<file path="config.mk">
export PLATFORM = sky130hd
export DESIGN_NAME = edge_threshold
export DESIGN_NICKNAME = d
export VERILOG_FILES = /design/src/rtl/edge_threshold.sv
export SDC_FILE = /design/constraint.sdc
export NUM_CORES = 1
export LEC_CHECK = 0
export ABC_AREA = 1
export BUFFER_PORTS_ARGS = -buffer_cell sky130_fd_sc_hd__buf_2
export CAP_MARGIN = 20
export CORE_ASPECT_RATIO = 1.25
export CORE_UTILIZATION = 61
export CTS_BUF_LIST = sky130_fd_sc_hd__clkbuf_4
export DETAILED_ROUTE_END_ITERATION = 8
export GPL_TIMING_DRIVEN = 0
export HOLD_SLACK_MARGIN = 0.12
export PLACE_DENSITY = 0.85
export RECOVER_POWER = 25
export SYNTH_ARGS = -nofsm -noshare
export SYNTH_HDL_FRONTEND = slang
export SYNTH_SLANG_ARGS = --single-unit
</file>
<file path="constraint.sdc">
create_clock -name clk -period 2.3 [get_ports clk]
set_clock_uncertainty 0.2 [all_clocks]
set_input_delay 0.23 -clock clk [delete_from_list [all_inputs] [get_ports clk]]
set_output_delay 0.23 -clock clk [all_outputs]
set_load 0.01 [all_outputs]
</file>
<file path="src/rtl/edge_threshold.sv">
// Binarises a show-ahead stream of Sobel magnitudes into 00/FF pixels, zeroing the image border,
// and reports per-frame edge count and interior maximum through a one-cycle REPORT state.
//
// state  | meaning
// RUN    | pass pixels whenever source has data and sink has room
// REPORT | one idle cycle after the last pixel; frame_done high, results latched
module edge_threshold #(
  parameter int         WIDTH     = 720,
  parameter int         HEIGHT    = 540,
  parameter logic [7:0] THRESHOLD = 8'd64
) (
  input  logic        clk,
  input  logic        rst,
  output logic        in_rd_en,
  input  logic        in_empty,
  input  logic [7:0]  in_dout,
  output logic        out_wr_en,
  input  logic        out_full,
  output logic [7:0]  out_din,
  output logic        frame_done,
  output logic [19:0] frame_edges,
  output logic [7:0]  frame_max
);

  localparam int CW = (WIDTH  > 1) ? $clog2(WIDTH)  : 1;
  localparam int RW = (HEIGHT > 1) ? $clog2(HEIGHT) : 1;
  localparam logic [CW-1:0] COL_LAST = CW'(WIDTH - 1);
  localparam logic [RW-1:0] ROW_LAST = RW'(HEIGHT - 1);

  typedef enum logic {RUN = 1'b0, REPORT = 1'b1} state_t;

  state_t        state_q, state_d;
  logic [CW-1:0] col_q, col_d;
  logic [RW-1:0] row_q, row_d;
  logic [19:0]   cnt_q, cnt_d;
  logic [7:0]    max_q, max_d;
  logic [19:0]   edges_q, edges_d;
  logic [7:0]    fmax_q, fmax_d;

  logic        xfer;
  logic        is_border;
  logic        is_edge;
  logic        is_last;
  logic [19:0] cnt_inc;
  logic [7:0]  max_upd;

  always_ff @(posedge clk or negedge rst) begin
    if (!rst) begin
      state_q <= RUN;
      col_q   <= '0;
      row_q   <= '0;
      cnt_q   <= '0;
      max_q   <= '0;
      edges_q <= '0;
      fmax_q  <= '0;
    end else begin
      state_q <= state_d;
      col_q   <= col_d;
      row_q   <= row_d;
      cnt_q   <= cnt_d;
      max_q   <= max_d;
      edges_q <= edges_d;
      fmax_q  <= fmax_d;
    end
  end

  always_comb begin
    state_d = state_q;
    case (state_q)
      RUN:     if (xfer && is_last) state_d = REPORT;
      REPORT:  state_d = RUN;
      default: state_d = RUN;
    endcase
  end

  // Reset input gates the strobes directly so upstream never sees a pop while held in reset.
  always_comb begin
    xfer        = rst && (state_q == RUN) && !in_empty && !out_full;
    in_rd_en    = xfer;
    out_wr_en   = xfer;
    frame_done  = (state_q == REPORT);
    out_din     = is_edge ? 8'hFF : 8'h00;
    frame_edges = edges_q;
    frame_max   = fmax_q;
  end

  always_comb begin
    is_border = (row_q == '0) || (row_q == ROW_LAST) || (col_q == '0) || (col_q == COL_LAST);
    is_edge   = !is_border && (in_dout >= THRESHOLD);
    is_last   = (col_q == COL_LAST) && (row_q == ROW_LAST);
    cnt_inc   = (is_edge && (cnt_q != 20'hFFFFF)) ? cnt_q + 20'd1 : cnt_q;
    max_upd   = (!is_border && (in_dout > max_q)) ? in_dout : max_q;
  end

  // Final pixel's contribution goes straight into the latched results.
  always_comb begin
    col_d   = col_q;
    row_d   = row_q;
    cnt_d   = cnt_q;
    max_d   = max_q;
    edges_d = edges_q;
    fmax_d  = fmax_q;
    if (xfer) begin
      if (is_last) begin
        col_d   = '0;
        row_d   = '0;
        cnt_d   = '0;
        max_d   = '0;
        edges_d = cnt_inc;
        fmax_d  = max_upd;
      end else begin
        cnt_d = cnt_inc;
        max_d = max_upd;
        if (col_q == COL_LAST) begin
          col_d = '0;
          row_d = row_q + RW'(1);
        end else begin
          col_d = col_q + CW'(1);
        end
      end
    end
  end

endmodule

</file>
Yosys cells after proc, flatten, opt, wreduce, memory -nomap -nowiden
Cells that the tools add are included.
{"block": "totals", "register_bits": 77, "output_inout_bits": 39, "word_cells": 46}
{"block": "op_classes", "addsub": 3, "order_cmp": 2, "n_eq_ne": 3, "mux": 11, "bitwise": 1, "reduce_logical": 19}
{"operator": "two-way mux 10 bit", "n": 4}
{"operator": "two-way mux 20 bit", "n": 2}
{"operator": "two-way mux 8 bit", "n": 3}
{"operator": "adder 10 x 1 -> 10 bit (second input constant)", "n": 2}
{"operator": "adder 20 x 1 -> 20 bit (second input constant)", "n": 1}
{"operator": "equality test 10 bit (second input constant)", "n": 2}
{"operator": "zero test 10 bit", "n": 2}
{"operator": "inequality test 20 bit (second input constant)", "n": 1}
{"operator": ">= comparator 8 x 7 -> 1 bit (second input constant)", "n": 1}
{"operator": "greater-than comparator 8 bit", "n": 1}
{"operator": "logical AND 1 bit", "n": 8}
{"operator": "AND reduction 2 bit", "n": 2}
{"operator": "zero test 1 bit", "n": 3}
{"operator": "logical OR 1 bit", "n": 3}
{"operator": "case mux 1 bit (2 select lines)", "n": 1}
{"operator": "nonzero test 2 bit", "n": 1}
{"operator": "two-way mux 1 bit", "n": 1}
{"operator": "inverter 1 bit", "n": 1}

Depth between registers and ports, before layout
Gate-level depths: netlist of the first run.
{"block": "depth", "word_depth": 9, "mapped_depth": 14, "mapped_depth_nobuf": 13}

Worst setup path before layout of the first run
Ideal clock, no wire load.
{"block": "synth_timing", "kind": "reg2out", "from": "reg row_q[0]", "to": "out out_din[0]", "t_arrival_ns": 1.580, "setup_slack_ns": 0.290, "stages_incl_launch_ff": 11, "cell_sequence": "dfrtp_1 > ha_1 > nand2_1 > inv_1 > nand3_1 > nor2_1 > nor2_1 > nand2_1 > nor2_1 > buf_4 > buf_4"}
{"block": "synth_between", "elab_chain_len": 7, "elab_cells_between_ends": 8, "cone_classes": "eq/ne: 1; mux: 1; reduce/logical: 6"}
{"item": "start: declaration", "line": "34", "rtl": "logic [RW-1:0] row_q, row_d;"}
{"item": "start signal: assignment", "line": "59", "rtl": "row_q <= row_d;"}
{"item": "equality test 10 bit or zero test 10 bit (tied branches)", "line": "88", "rtl": "is_border = (row_q == '0) || (row_q == ROW_LAST) || (col_q == '0) || (col_q == COL_LAST);"}
{"item": "logical OR 1 bit (*) (3 in series)", "line": "88"}
{"item": "zero test 1 bit (*)", "line": "89", "rtl": "is_edge = !is_border && (in_dout >= THRESHOLD);"}
{"item": "logical AND 1 bit (*)", "line": "89"}
{"item": "net is_edge", "line": "42", "rtl": "logic is_edge;"}
{"item": "two-way mux 8 bit (*)", "line": "82", "rtl": "out_din = is_edge ? 8'hFF : 8'h00;"}
{"item": "end: declaration", "line": "19", "rtl": "output logic [7:0] out_din,"}
Mark *: on every way through the listed nets, which the timed path passes. The rest lies on a longest branch.

Worst setup path after layout of the first run
{"block": "layout_timing", "from": "reg row_q[0]", "to": "out out_din[1]"}
The elaborated chain is that of the path after synthesis.

==> results.toml, run 1 <==
[status]
status = "finished with violations"
violations = "negative setup slack"

[cells_and_area]
n_antenna_cell = 0
fin_nets = 797
area_delta_synth_final_pct = 20.11
fillers = 588
drive_gt1_frac = 0.2397
layout_commonest_cell = "nand2_1"
fin_util = 0.7566
mostFrequentLayoutCells = "253 x nand2_1, 75 x dfrtp_1, 63 x inv_1, 46 x nand3_1, 45 x nor2_1"

[detailed_routing]
wl_per_cell_um = 13.72
antenna_left = 0
num_vias = 4702
first_pass_iters = 5
vias_per_cell = 5.398
finalWirelength_um = 11950
drc = 0
drt_iter0_markers = 323

[global_routing]
track_usage = 0.3143
grt_max_degree = 45
grt_use_met1 = 0.4017
use_met2 = 0.5238
top_usage_layer = "met2"
antenna_found_initial = 0
grtUsageMet3 = 0.03750
overflow = 0
grt_pass1_wl_um = 20080
grt_pass1_vias = 4434

[pwr]
power_uw = 3677
p_clk_frac = 0.221
p_leak_uw = 0.003219
power_density_nw_per_um2 = 623.6
internal-power_uw = 2322
peakVddDrop_uv = 542.7
power.switching_uw = 1355
combPwrFrac = 0.322
swShare = 0.3685
seqPwrFrac = 0.456

[yosys]
async_flop_share = 1.000
yosys.area_share.xor_xnor = 0.02855
synth-seq-cells = 77
synthMuxAreaShare = 0.002039
synth_top_family_by_area = "simple AND/OR/NAND/NOR gates"
ys_seq_area_frac = 0.3926
synth_cells = 676
synth_top_area_frac = 0.3926
synth_fa_ha_area_frac = 0.03314
synth_ff_type = "dfrtp_1"
synth-edff-count = 0
synth_cell_type_count = 36
yosys.area_share.simple = 0.4170
synth_nets = 701
post-synth-top-area-cell = "dfrtp_1"
syn_avg_cell_area_sq_um = 7.261
yosys_warnings = 0
syn_area_sq_um = 4908
synth_area_leaders = "dfrtp_1 39%, nand2_1 20%, inv_1 5.1%"
synth-compound-area-share = 0.02575

[clocking]
cts_tree = "done"
numCtsBuffers = 9
htree_levels = 3
cts_buffer_depth = 2
clkTransAtPathRegs_ns = 0.12
clk_latency_ns = 0.47
clkSinkCount = 77
cts_root_buf = "clkbuf_4"

[worst_setup_path]
path_max_fanout = 5
critPathTopFamily = "simple AND/OR/NAND/NOR gates"
crit_buf_inv = 4
cpPeakStageDelay_ns = 0.46
start_kind = "flip-flop"
end_kind = "output pin"
path_class = "reg -> out"
crit_chain = "ha_4 -> nand2_2 -> inv_1 -> nand3_2 -> nor2_2 -> nor2_2 -> nand2_2 -> nor2_4 -> buf_6 -> buf_4 -> buf_6"
worst_path_max_delay_cell = "dfrtp_2"
cp.required_ns = 1.87
arrival_ns = 2.06

[sta]
period_share = 1.081
min_period_ns = 2.486
max_freq_mhz = 402.3
worst_slew_pin_slew_ns = 0.8979
drv_slew = 0
hold_viol = 0
setup-violations-final = 8
slew_headroom = 0.4014
setup_ws_ns = -0.1859
rsz0062_at_grt = "true"

[placement]
dp_hpwl_um = 8121
place_ws_ns = -0.09705
gp_congestion = 0.9356
port_buffers = 50

[die]
die-width_um = 82.23
die_h_um = 102.3
coreArea_sq_um = 7792
start_util = 0.6299
dieArea_sq_um = 8411
io_pins = 51
rows = 36

[flow_run]
maxCapViolations = 0

[hold_path]
hold_path_class = "in -> reg"
-- cells in the mapped netlist, types with 2 or more instances --
master	count
a21oi_1	9
a31oi_1	2
buf_2	5
buf_4	13
buf_6	3
clkbuf_1	4
dfrtp_1	77
ha_1	13
inv_1	67
inv_2	10
nand2_1	258
nand2_2	18
nand3_1	48
nand3_2	11
nand3b_1	2
nand4_1	25
nand4_2	2
nor2_1	53
nor2_2	4
nor2_4	5
nor3_1	9
nor4_1	4
o21ai_0	6
xor2_1	16
-- flip-flops by register name (all words and copies together) (netlist names) --
| signal | count |
|---|---|
| frame_max | 8 |
| row_q | 10 |
| frame_edges | 20 |
| cnt_q | 20 |
| max_q | 8 |
| col_q | 10 |
| frame_done | 1 |
-- metrics by stage --
step                      std cells  instance area, sq um  TNS [ns]  hold slack [ns]
after floorplan                 676                  4908         0          -0.2656
after global placement          821                  5278    -65.65           0.2586
after detailed placement        822                  5300    -3.120          0.01151
after CTS                       863                  5811    -1.570           0.1646
after global routing            871                  5896    -4.622           0.1929
final                           871                  5896    -1.402           0.1685
-- cell families (layout without fill, tap and decap cells) --
group	after synthesis	after routing
fa+ha+maj	13	13
mux	1	1
compound gates	22	22
buf+inv	104	204
xor+xnor	16	16
flops	77	77
simple gates	443	443
-- path summary, 6_finish.rpt --
kind | from | end | slack (ns) | depth (start not counted)
max | row_q[0]$_DFFE_PN0P_ | out_din[1] | -0.19 | 11
min | out_full | frame_done$_DFF_PN0_ | 0.17 | 6
max reg2reg | row_q[0]$_DFFE_PN0P_ | frame_max[7]$_DFFE_PN0N_ | 0.09 | 12
min reg2reg | frame_max[3]$_DFFE_PN0N_ | frame_max[3]$_DFFE_PN0N_ | 0.29 | 2
max in group asynchronous | rst | cnt_q[6]$_DFFE_PN0P_ | 0.21 | 5
min in group asynchronous | rst | col_q[5]$_DFFE_PN0P_ | 0.97 | 4
-- power by group through the flow --
| stage | logic [uW] | registers [uW] | clock network [uW] |
|---|---|---|---|
| 2_1_floorplan | 794 | 1670 | 0 |
| 3_3_place_gp | 976 | 1690 | 0 |
| 3_5_place_dp | 1040 | 1700 | 0 |
| 4_1_cts | 1130 | 1680 | 830 |
| 5_1_grt | 1360 | 1700 | 883 |
| 6_report | 1190 | 1680 | 813 |
-- what timing repair did --
| item | 4_1_cts | 5_1_grt |
|---|---|---|
| setup buffers | 14 | 11 |
| gates cloned | 1 | 0 |
| resized for setup | 38 | 14 |
| hold buffers | 11 | 0 |
| hold endpoints to repair | 93 | 0 |
| pin swaps | 12 | 13 |
| endpoints found under the setup margin | 13 | 66 |
-- cell type report --
class | count | area (sq um) | area share
clock buffer | 10 | 75.07 | 0.01273
buffer | 27 | 225.2 | 0.03820
sequential | 77 | 1929 | 0.3272
timing repair buffer | 85 | 599.3 | 0.1017
inverter | 77 | 289.0 | 0.04902
clock inverter | 5 | 52.55 | 0.008913
multi-input combinational | 495 | 2606 | 0.4421
tap | 95 | 118.9 | 0.02016
-- worst min-delay path, cell delays in order --
cell     delay, ns
buf_2         0.07
nor2_1        0.04
nand2_2       0.27
nor2_4        0.05
inv_2         0.09
nor2_4        0.05
-- routing by layer --
metal / vias to the layer above / share of wire
met2: 139 / 0.50
met4: 0 / 0.027
met5: - / 0
met1: 2220 / 0.43
met3: 27 / 0.042
li1: 2316 / -
(Power assumes the default switching activity.)
==> run 2, diff against run 1 <==
==> constraint.sdc (replaced) <==
create_clock -name clk -period 2.3 [get_ports clk]
set_clock_uncertainty 0.2 [all_clocks]
set_input_delay 0.69 -clock clk [delete_from_list [all_inputs] [get_ports clk]]
set_output_delay 0.69 -clock clk [all_outputs]
set_load 0.01 [all_outputs]
==> results.toml, run 2 (synthesis gave the netlist of run 1 again) <==
[die]
start_util = 0.6299
rows = 36
die_h_um = 102.3
coreArea_sq_um = 7792
io_pins = 51
dieArea_sq_um = 8411
die-width_um = 82.23

[detailed_routing]
wl_met2_um = 5773
wl_per_cell_um = 13.61
drt_iter0_markers = 231
drc = 0
first_pass_iters = 5
antenna_left = 0
dr_wl_met3_um = 486
top_layer_used = "met4"
num_vias = 4606
vias_per_cell = 5.362
wl_met1_um = 5133
finalWirelength_um = 11690

[global_routing]
grt_max_degree = 46
overflow = 0
grt_pass1_vias = 4307
grt_pass1_wl_um = 19360
antenna_found_initial = 0
track_usage = 0.3041

[hold_path]
hold_path_class = "reg -> reg"
hold_start = "frame_edges[18]$_DFFE_PN0N_"
min_to = "frame_edges[18]$_DFFE_PN0N_"
whs_path_depth = 2

[worst_setup_path]
critPathLaunch = "col_q[0]$_DFFE_PN0P_"
worst_path_max_delay_cell = "dfrtp_1"
crit_chain = "inv_2 -> ha_4 -> inv_2 -> nor2_1 -> nand3_1 -> nor2_1 -> nor2_1 -> nand2_1 -> nor2_4 -> clkbuf_16 -> buf_6 -> buf_6"
end_kind = "output pin"
worstReg2RegStart = "frame_done$_DFF_PN0_"
r2r_end = "row_q[7]$_DFFE_PN0P_"
cp.required_ns = 1.41
critPathTopFamily = "simple AND/OR/NAND/NOR gates"
crit_buf_inv = 5
cpPeakStageDelay_ns = 0.44
start_kind = "flip-flop"
arrival_ns = 2.11
path_max_fanout = 4
path_class = "reg -> out"
cpMostUsedCell = "nor2_1"
rrSetupSlack_ns = -0.15
reg2reg_depth = 7

[sta]
period_share = 1.303
rsz0062_at_grt = "true"
max_freq_mhz = 333.7
worst_slew_pin_slew_ns = 0.9971
setup-violations-final = 11
min_period_ns = 2.996
setup_ws_ns = -0.6964
hold_viol = 0
slew_headroom = 0.3352
drv_slew = 0
setup_tns_ns = -5.825

[placement]
place_area_sq_um = 5341
gp_congestion = 0.9338
dp_hpwl_um = 8143
port_buffers = 50
place_ws_ns = -0.5629

[cells_and_area]
layout_commonest_cell = "nand2_1"
area_delta_synth_final_pct = 17.41
regArea_sq_um = 1929
fin_util = 0.7396
multi_input_area_sq_um = 2514
mostFrequentLayoutCells = "257 x nand2_1, 75 x dfrtp_1, 64 x inv_1, 51 x nor2_1, 49 x nand3_1"
n_antenna_cell = 0
fin_nets = 784
fillers = 624
drive_gt1_frac = 0.2238
fin_area_sq_um = 5763

[pwr]
p_clk_frac = 0.246
peakVddDrop_uv = 511.0
power_density_nw_per_um2 = 657.8
internal-power_uw = 2453
p_leak_uw = 0.003217
swShare = 0.3528
combPwrFrac = 0.313
seqPwrFrac = 0.441
power.switching_uw = 1337

[status]
status = "finished with violations"
violations = "negative setup slack"

[clocking]
cts_root_buf = "clkbuf_4"
cts_buffer_depth = 2
clkSinkCount = 77
numCtsBuffers = 9
htree_levels = 3
clkTransAtPathRegs_ns = 0.12
cts_tree = "done"
clk_latency_ns = 0.45

[flow_run]
maxCapViolations = 0
==> run 2: cell count changes in the layout (fill, tap and decap cells not counted), moves of 2 or more <==
cell / delta
nor2_2: -3
clkbuf_1: -4
nor2_4: -3
nand3_1: +3
inv_2: -2
nand2_2: -4
ha_4: -2
nand3_4: -2
nor2_1: +6
buf_2: +7
dlygate4sd3_1: -8
buf_4: -10
nand2_1: +4
buf_12: +2
==> run 2: timing repair <==
| action | in CTS | in global routing |
|---|---|---|
| pin swaps | 2 | 10 |
| hold buffers | 2 | 0 |
| cloned | 1 | 1 |
| buffers inserted | 5 | 13 |
| setup endpoints to repair | 45 | 62 |
| hold endpoints to repair | 77 | 0 |
| resized for setup | 16 | 17 |
==> run 2: through the flow <==
step,hold WS [ns],std cells,total power [uW]
after floorplan,0.1944,676,2469
after global placement,0.2585,821,2670
after detailed placement,0.2598,822,2745
after CTS,0.2882,846,3741
after global routing,0.3083,859,4038
final,0.2828,859,3791
==> run 2: final cells by class <==
type | count | area share
Clock inverter | 5 | 0.01303
Inverter | 77 | 0.05102
Clock buffer | 11 | 0.01433
Buffer | 27 | 0.04320
Sequential cell | 77 | 0.3348
Timing Repair Buffer | 72 | 0.08684
Multi-Input combinational cell | 495 | 0.4362
Tap cell | 95 | 0.02063
==> run 2: how the worst max path moves through the flow <==
stage | end | slack, ns | cells after the start
after floorplan | out_din[0] | -0.04 | 10
after global placement | out_wr_en | -1.46 | 7
after detailed placement | out_wr_en | -0.56 | 7
after CTS | out_din[5] | -0.69 | 11
after global routing | out_din[4] | -0.79 | 12
final | out_din[4] | -0.70 | 12
==> run 2: power by group through the flow <==
stage	Combinational, uW	Sequential, uW	Clock, uW
5_1_grt	1340	1690	1000
4_1_cts	1120	1670	951
3_3_place_gp	980	1690	0
6_report	1190	1670	933
2_1_floorplan	802	1670	0
3_5_place_dp	1050	1700	0
==> run 2: worst reg2reg max path, delay by kind of cell, from the launching register on <==
family | cells | cell delay (ns)
xor gates and xnor gates | 1 | 0.17
buffers and inverters | 1 | 0.30
and+or+nand+nor | 5 | 1.32
DFF | 1 | 0.39
==> run 2: per-layer routing <==
metal  global-route usage  up-vias
li1                     -     2298
met1               0.3835     2153
met2               0.4940      133
met3              0.04286       22
met4               0.1741        0
met5                    0        -
